[src/rtl/tx_byte_serialiser.sv]
// Byte-to-bit Tx serialiser: LSB-first bit stream with optional odd parity per full byte,
// prefetching the next upstream byte into a holding register so bytes follow back to back.
module tx_byte_serialiser #(
  parameter bit ADD_PARITY   = 1'b1,
  parameter int SETTLE_TICKS = 4
) (
  input  logic       clk,
  input  logic       rst,
  input  logic [7:0] in_data,
  input  logic       in_data_valid,
  input  logic [2:0] in_data_bits,
  output logic       in_req,
  output logic       out_data,
  output logic       out_data_valid,
  output logic       out_last_bit_in_byte,
  input  logic       out_req
);

  localparam int SW = (SETTLE_TICKS < 2) ? 1 : $clog2(SETTLE_TICKS + 1);

  typedef enum logic [1:0] {
    IDLE   = 2'd0,
    DATA   = 2'd1,
    PARITY = 2'd2
  } state_t;

  state_t          state_r;
  logic [6:0]      shift_r;
  logic [3:0]      count_r;
  logic            par_inc_r;
  logic            par_bit_r;
  logic [7:0]      hold_data_r;
  logic [2:0]      hold_bits_r;
  logic            hold_valid_r;
  logic [SW-1:0]   settle_r;
  logic            settle_active_r;
  logic            in_req_r;
  logic            out_data_r;
  logic            out_valid_r;
  logic            out_last_r;

  logic            advance_s;
  logic            do_load_s;
  logic [7:0]      load_data_s;
  logic [2:0]      load_bits_s;
  logic [3:0]      load_n_s;
  logic            load_par_s;

  function automatic logic odd_parity(input logic [7:0] d);
    return ~^d;
  endfunction

  function automatic logic [3:0] bit_count(input logic [2:0] b);
    return (b == 3'd0) ? 4'd8 : {1'b0, b};
  endfunction

  assign in_req               = in_req_r;
  assign out_data             = out_data_r;
  assign out_data_valid       = out_valid_r;
  assign out_last_bit_in_byte = out_last_r;

  // Byte-completion detection and selection of the byte to load (fresh input in IDLE, holding register otherwise)
  always_comb begin
    advance_s = 1'b0;
    if (state_r == PARITY) begin
      advance_s = out_req;
    end else if (state_r == DATA) begin
      advance_s = out_req && (count_r == 4'd1) && !par_inc_r;
    end else begin
      advance_s = 1'b0;
    end
    // A running settle window in IDLE means the inputs are not yet trustworthy
    if (state_r == IDLE) begin
      load_data_s = in_data;
      load_bits_s = in_data_bits;
      do_load_s   = in_data_valid && !settle_active_r;
    end else begin
      load_data_s = hold_data_r;
      load_bits_s = hold_bits_r;
      do_load_s   = advance_s && hold_valid_r;
    end
    load_n_s   = bit_count(load_bits_s);
    load_par_s = ADD_PARITY && (load_n_s == 4'd8);
  end

  // Serialiser FSM with settle-delayed prefetch and registered outputs
  always_ff @(posedge clk or posedge rst) begin
    if (rst) begin
      state_r         <= IDLE;
      shift_r         <= 7'd0;
      count_r         <= 4'd0;
      par_inc_r       <= 1'b0;
      par_bit_r       <= 1'b0;
      hold_data_r     <= 8'd0;
      hold_bits_r     <= 3'd0;
      hold_valid_r    <= 1'b0;
      settle_r        <= '0;
      settle_active_r <= 1'b0;
      in_req_r        <= 1'b0;
      out_data_r      <= 1'b0;
      out_valid_r     <= 1'b0;
      out_last_r      <= 1'b0;
    end else begin
      in_req_r <= 1'b0;

      if (settle_active_r) begin
        if (settle_r == '0) begin
          settle_active_r <= 1'b0;
          if (in_data_valid) begin
            hold_data_r  <= in_data;
            hold_bits_r  <= in_data_bits;
            hold_valid_r <= 1'b1;
          end
        end else begin
          settle_r <= settle_r - SW'(1);
        end
      end

      if (do_load_s) begin
        state_r         <= DATA;
        shift_r         <= load_data_s[7:1];
        count_r         <= load_n_s;
        par_inc_r       <= load_par_s;
        par_bit_r       <= odd_parity(load_data_s);
        hold_valid_r    <= 1'b0;
        in_req_r        <= 1'b1;
        settle_r        <= SW'(SETTLE_TICKS);
        settle_active_r <= 1'b1;
        out_data_r      <= load_data_s[0];
        out_valid_r     <= 1'b1;
        out_last_r      <= (load_n_s == 4'd1) && !load_par_s;
      end else begin
        case (state_r)
          IDLE: begin
            state_r <= IDLE;
          end
          DATA: begin
            if (out_req) begin
              if (count_r > 4'd1) begin
                shift_r    <= shift_r >> 1;
                count_r    <= count_r - 4'd1;
                out_data_r <= shift_r[0];
                out_last_r <= (count_r == 4'd2) && !par_inc_r;
              end else if (par_inc_r) begin
                state_r    <= PARITY;
                out_data_r <= par_bit_r;
                out_last_r <= 1'b1;
              end else begin
                state_r     <= IDLE;
                out_data_r  <= 1'b0;
                out_valid_r <= 1'b0;
                out_last_r  <= 1'b0;
              end
            end
          end
          PARITY: begin
            if (out_req) begin
              state_r     <= IDLE;
              out_data_r  <= 1'b0;
              out_valid_r <= 1'b0;
              out_last_r  <= 1'b0;
            end
          end
          default: begin
            state_r     <= IDLE;
            out_data_r  <= 1'b0;
            out_valid_r <= 1'b0;
            out_last_r  <= 1'b0;
          end
        endcase
      end
    end
  end

endmodule

[config.mk]
export PLATFORM = sky130hd
export DESIGN_NAME = tx_byte_serialiser
export DESIGN_NICKNAME = d
export VERILOG_FILES = /design/src/rtl/tx_byte_serialiser.sv
export SDC_FILE = /design/constraint.sdc
export NUM_CORES = 1
export LEC_CHECK = 0
export BUFFER_PORTS_ARGS = -buffer_cell sky130_fd_sc_hd__buf_2
export CAP_MARGIN = 20
export CORE_ASPECT_RATIO = 0.75
export CORE_MARGIN = 8
export CORE_UTILIZATION = 63
export DETAILED_ROUTE_END_ITERATION = 8
export HOLD_SLACK_MARGIN = 0.12
export PLACE_DENSITY = 0.84
export SYNTH_ARGS = -nofsm -noshare
export SYNTH_HDL_FRONTEND = slang
export SYNTH_SLANG_ARGS = --single-unit
[constraint.sdc]
create_clock -name clk -period 4.97 [get_ports clk]
set_input_delay 0.994 -clock clk [delete_from_list [all_inputs] [get_ports clk]]
set_output_delay 0.994 -clock clk [all_outputs]
set_load 0.005 [all_outputs]
Yosys cells after proc, flatten, opt, wreduce, memory -nomap -nowiden
Index checks and enable logic that the tools add are counted.
Cells by class
  add/subtract/negate cells: 2
  $lt $le $gt $ge: 1
  equality and inequality tests: 12
  multiplexer cells: 47
  reductions and logical operators: 26
Operators by type and width (number)
  two-way mux 7 bit: 4
  two-way mux 1 bit: 24
  two-way mux 4 bit: 5
  AND reduction 3 bit: 5
  two-way mux 3 bit: 4
  inequality test 3 bit, second input constant: 4
  nonzero test 2 bit: 6
  two-way mux 2 bit: 5
  case mux 1 bit (3 select lines): 3
  == test 4 x 1 -> 1 bit, second input constant: 2
  two-way mux 8 bit: 1
  XNOR reduction 8 bit: 1
  logical AND 1 bit: 6
  logical NOT 3 bit: 2
  AND reduction 5 bit: 1
  == test 4 x 2 -> 1 bit, second input constant: 1
  == test 4 bit, second input constant: 1
  > comparator 4 x 1 -> 1 bit, second input constant: 1
  inequality test 2 bit, second input constant: 2
  case mux 2 bit (2 select lines): 1
  subtractor 4 x 1 -> 4 bit, second input constant: 1
  logical NOT 1 bit: 3
  subtractor 3 x 1 -> 3 bit, second input constant: 1
  == test 2 x 1 -> 1 bit, second input constant: 1
  other kinds (3): 3
Storage, ports and cells
  bits in registers: 35
  bits of input ports: 15
  output and inout port bits: 4

Longest topological paths before layout
  word-level depth: 9
  depth in mapped cells: 8
  mapped depth without buffers: 7

Worst setup path before layout
OpenSTA, ideal clock, no wires.
  path kind: input to register
  start point: input port in_data_valid
  end point: register shift_r[1]
  data arrival time: 1862 ps
  path slack: 2982 ps
  stages on the path: 6
  buffers on the path: 0
  path through: nor2b_1 nand2_1 a21o_4 clkinv_4 nor2_4 a221o_1
Between the ends
  longest elaborated chain between the ends: 4
Ends and longest elaborated chain
  from (decl): line 10  | input logic in_data_valid,
  logical AND 1 bit *: line 76  | do_load_s = in_data_valid && !settle_active_r;
  two-way mux 1 bit *: line 73  | if (state_r == IDLE) begin
  named net do_load_s: line 43  | logic do_load_s;
  nonzero test 2 bit (no source line)
  AND reduction 3 bit (no source line)
  to (signal assigned): line 121  | shift_r <= load_data_s[7:1];
  to (signal assigned): line 140  | shift_r <= shift_r >> 1;
  to (decl): line 28  | logic [6:0] shift_r;
Mark *: on every way through the listed nets, which the timed path passes. The rest lies on a longest branch.
A chain may end at the register's enable or synchronous reset.

Worst setup path in the final report
  start point: register state_r[0]
  end point: register shift_r[3]
Between the ends
  longest elaborated chain between the ends: 7
Ends and longest elaborated chain
  from (decl): line 27  | state_t state_r;
  from (signal assigned): line 89  | state_r <= IDLE;
  from (signal assigned): line 120  | state_r <= DATA;
  from (signal assigned): line 135  | state_r <= IDLE;
  == test 2 x 1 -> 1 bit: line 67  | end else if (state_r == DATA) begin
  two-way mux 1 bit: line 67
  two-way mux 1 bit: line 65  | if (state_r == PARITY) begin
  logical AND 1 bit: line 80  | do_load_s = advance_s && hold_valid_r;
  two-way mux 1 bit *: line 73
  named net do_load_s: line 43
  nonzero test 2 bit (no source line)
  AND reduction 3 bit (no source line)
Marked as above.

==> out/results.txt <==
Status = complete, no violations
Die X = 79.90 um
Initial core utilization = 65.73%
Vias in the first global route = 1480
CTS clk-pin slew, worst paths = 70 ps
Synthesized flop and latch total = 35
Slew Limit Headroom = 34.28%
Detail Route Antenna Nets = 0
PortBufs = 18
Placer Congestion = 0.8516
Root buf cell = clkbuf_8
GRT Total Usage = 17.65%
Post-route DRC = 0
Met1 Use GR = 22.34%
CP max stage cell = nor2_1
Worst min path class = reg -> reg
Post-synthesis net count = 207
Layout area overhead = 9.792%
Top Ports = 19
Synth warnings = 0
TritonCTS clock tree = built
Sequential fraction of the synthesis area = 45.40%
DIE AREA = 5108 sq um
Total clock sinks = 35
Critical Path RT = 5150 ps
CTS max path bufs = 2
Pin count of the biggest net entering global routing = 36
Startpoint Class = flip-flop
Initial antenna violation count = 0
Crit-path cells = nor2_1 -> nand2_1 -> a21o_4 -> clkinv_4 -> nor2_4 -> a221o_1
Utilization after layout = 72.17%
Die height = 63.93 um
Setup ws final = 2546 ps
Routed vias = 1444
First-pass GRT wire length = 6975 um
M2 GR Usage = 25.98%
Fraction of layout cells with a size suffix above 1 = 22.60%
Critical path endpoint category = flip-flop
Syn Inst Count = 187
Top cell type by total area after synthesis = dfrtp_1
Final net count = 227
Distinct cells, synth = 45
CP bufs+invs = 1
Number of flops mapped to enable cells by yosys = 0
Max H-tree Level = 2
Max Fclk = 412.6 MHz
Setup TNS = 0 ps
Synth top area cells = dfrtp_1, mux2_2, xnor2_1
Final HPWL DP = 2989 um
Crit path kind = reg -> reg
Site row count = 17
Core area = 2935 sq um
Ys async rst share = 100.0%
Data arrival time of the worst path = 2600 ps
Detailed Route WL = 4109 um
Worst VDD drop = 0.4114 mV
Fin crit share = 48.76%
Final-report max-slew violation count = 0
Max-cap check violation count = 0
Syn Area/Cell = 10.32 sq um
Delay-heaviest family, CP = simple AND/OR/NAND/NOR gates
Area of the mapped netlist = 1929 sq um
Skew-Pair Late Insertion Delay = 300 ps
Top FF cell, synth = dfrtp_1
Worst slew pin tran = 982.2 ps
Clock Skew = 6.842 ps
Final count of negative-setup-slack endpoints = 0
Post-CTS Setup Bufs = 0
Resized cells post-CTS = 0
Period minus WS final = 2424 ps
Global-route track usage on met3 = 7.123%
Leakage = 0.9702 nW
CTS buffer count = 5
First-pass DRT Iterations = 4
Setup repair after global routing missed its margin = no
Final count of hold timing violations = 0
DR iter-0 viols = 134
PwrDens = 658.8 nW/um^2
Global route overflow = 0
Avg Vias per Cell = 5.870
ANT cells = 0
Per-cell routed wire length = 16.70 um
Synth top area share = 45.40%
CP max FO = 23
GRT busiest layer = met2
Crit-path max cell delay = 790 ps
Place WS = 2578 ps
Post-CTS Hold Buffers = 0
## state kept, by name (all words and copies together), names as in the netlist
| name | flops |
|---|---|
| shift_r | 7 |
| out_data_valid | 1 |
| in_req | 1 |
| out_last_bit_in_byte | 1 |
| hold_bits_r | 3 |
| count_r | 4 |
| hold_valid_r | 1 |
| par_inc_r | 1 |
| out_data | 1 |
| settle_active_r | 1 |
| par_bit_r | 1 |
| hold_data_r | 8 |
| settle_r | 3 |
| state_r | 2 |
## synth_stat cells (all sizes together), types with 2 or more instances
library cell  instances
a31oi                 2
xnor2                14
nor3                  3
inv                   9
o311ai                2
or2                   2
a21oi                11
mux2                 11
nand3                 4
xor2                  3
nand2                26
a221o                 6
ha                    5
mux2i                 6
and3                  2
nor2                 12
dfrtp                35
buf                   6
o21ai                10
## routing by layer
layer,vias up,wire length [um]
li1,698,-
met1,690,1913
met2,47,1839
met3,9,278
met4,0,78
met5,-,0
## cell families after synthesis
kind of cell    count (synthesis)  share of synthesized area (%)
fa+ha+maj                       5                          3.243
flops                          35                          45.40
xor+xnor                       17                          7.718
buf+inv                        16                          4.150
simple gates                   58                          15.11
mux                            17                          9.533
compound gates                 39                          14.85
## metrics by stage
step | power (W) | instances | cell area [sq um] | hold WS (ps)
after floorplan | 0.001047 | 187 | 1929 | 448.2
after global placement | 0.001146 | 238 | 2037 | 477.5
after detailed placement | 0.001192 | 238 | 2037 | 489.7
after CTS | 0.001396 | 246 | 2118 | 503.1
after global routing | 0.001503 | 246 | 2118 | 530.0
final | 0.001396 | 246 | 2118 | 503.5
## power by group
group          internal (W)  total, W  leakage, nW  switching, W
logic              0.000304  0.000664        0.492      0.000360
clock network     0.0000982  0.000199       0.0422      0.000100
registers          0.000418  0.000533        0.436      0.000115
total              0.000820   0.00140        0.970      0.000575
## cells in the final DEF, fill, tap and decap left out, types with 2 or more instances in the layout
cell type,netlist,routed
xnor2_1,14,14
o21ai_1,3,3
ha_1,5,5
dfrtp_1,35,35
mux2i_1,6,6
nand3_1,3,3
clkbuf_8,0,5
a21oi_1,6,6
a21oi_2,5,5
a31oi_1,2,2
nand2_1,26,26
xor2_1,3,3
o311ai_1,2,2
a221o_1,6,6
and3_1,2,2
o21ai_0,7,7
buf_2,3,18
nor2_1,11,11
inv_1,9,9
mux2_2,11,11
nor3_1,3,3
clkbuf_1,0,2
## final timing paths
check                                       startpoint                      to  slack, ps  cells after the start
worst min register to register  shift_r[6]$_DFFE_PP0P_  shift_r[5]$_DFFE_PP0P_        500                      1
worst min-delay path            shift_r[6]$_DFFE_PP0P_  shift_r[5]$_DFFE_PP0P_        500                      1
max in group asynchronous                          rst   par_bit_r$_DFFE_PP0P_       3880                      3
worst max-delay path            state_r[0]$_DFFE_PP0P_  shift_r[3]$_DFFE_PP0P_       2550                      6
min in group asynchronous                          rst        in_req$_DFF_PP0_        790                      3
worst max register to register  state_r[0]$_DFFE_PP0P_  shift_r[3]$_DFFE_PP0P_       2550                      6
## cell type report
cell class / instances / area, sq um
sequential: 35 / 875.8
timing repair buffer: 19 / 97.59
clock buffer: 7 / 76.32
fill: 223 / 817.0
inverter: 10 / 42.54
multi-input combinational: 136 / 973.4
tap: 38 / 47.55
clock inverter: 1 / 5.005
(Power assumes the default switching activity.)
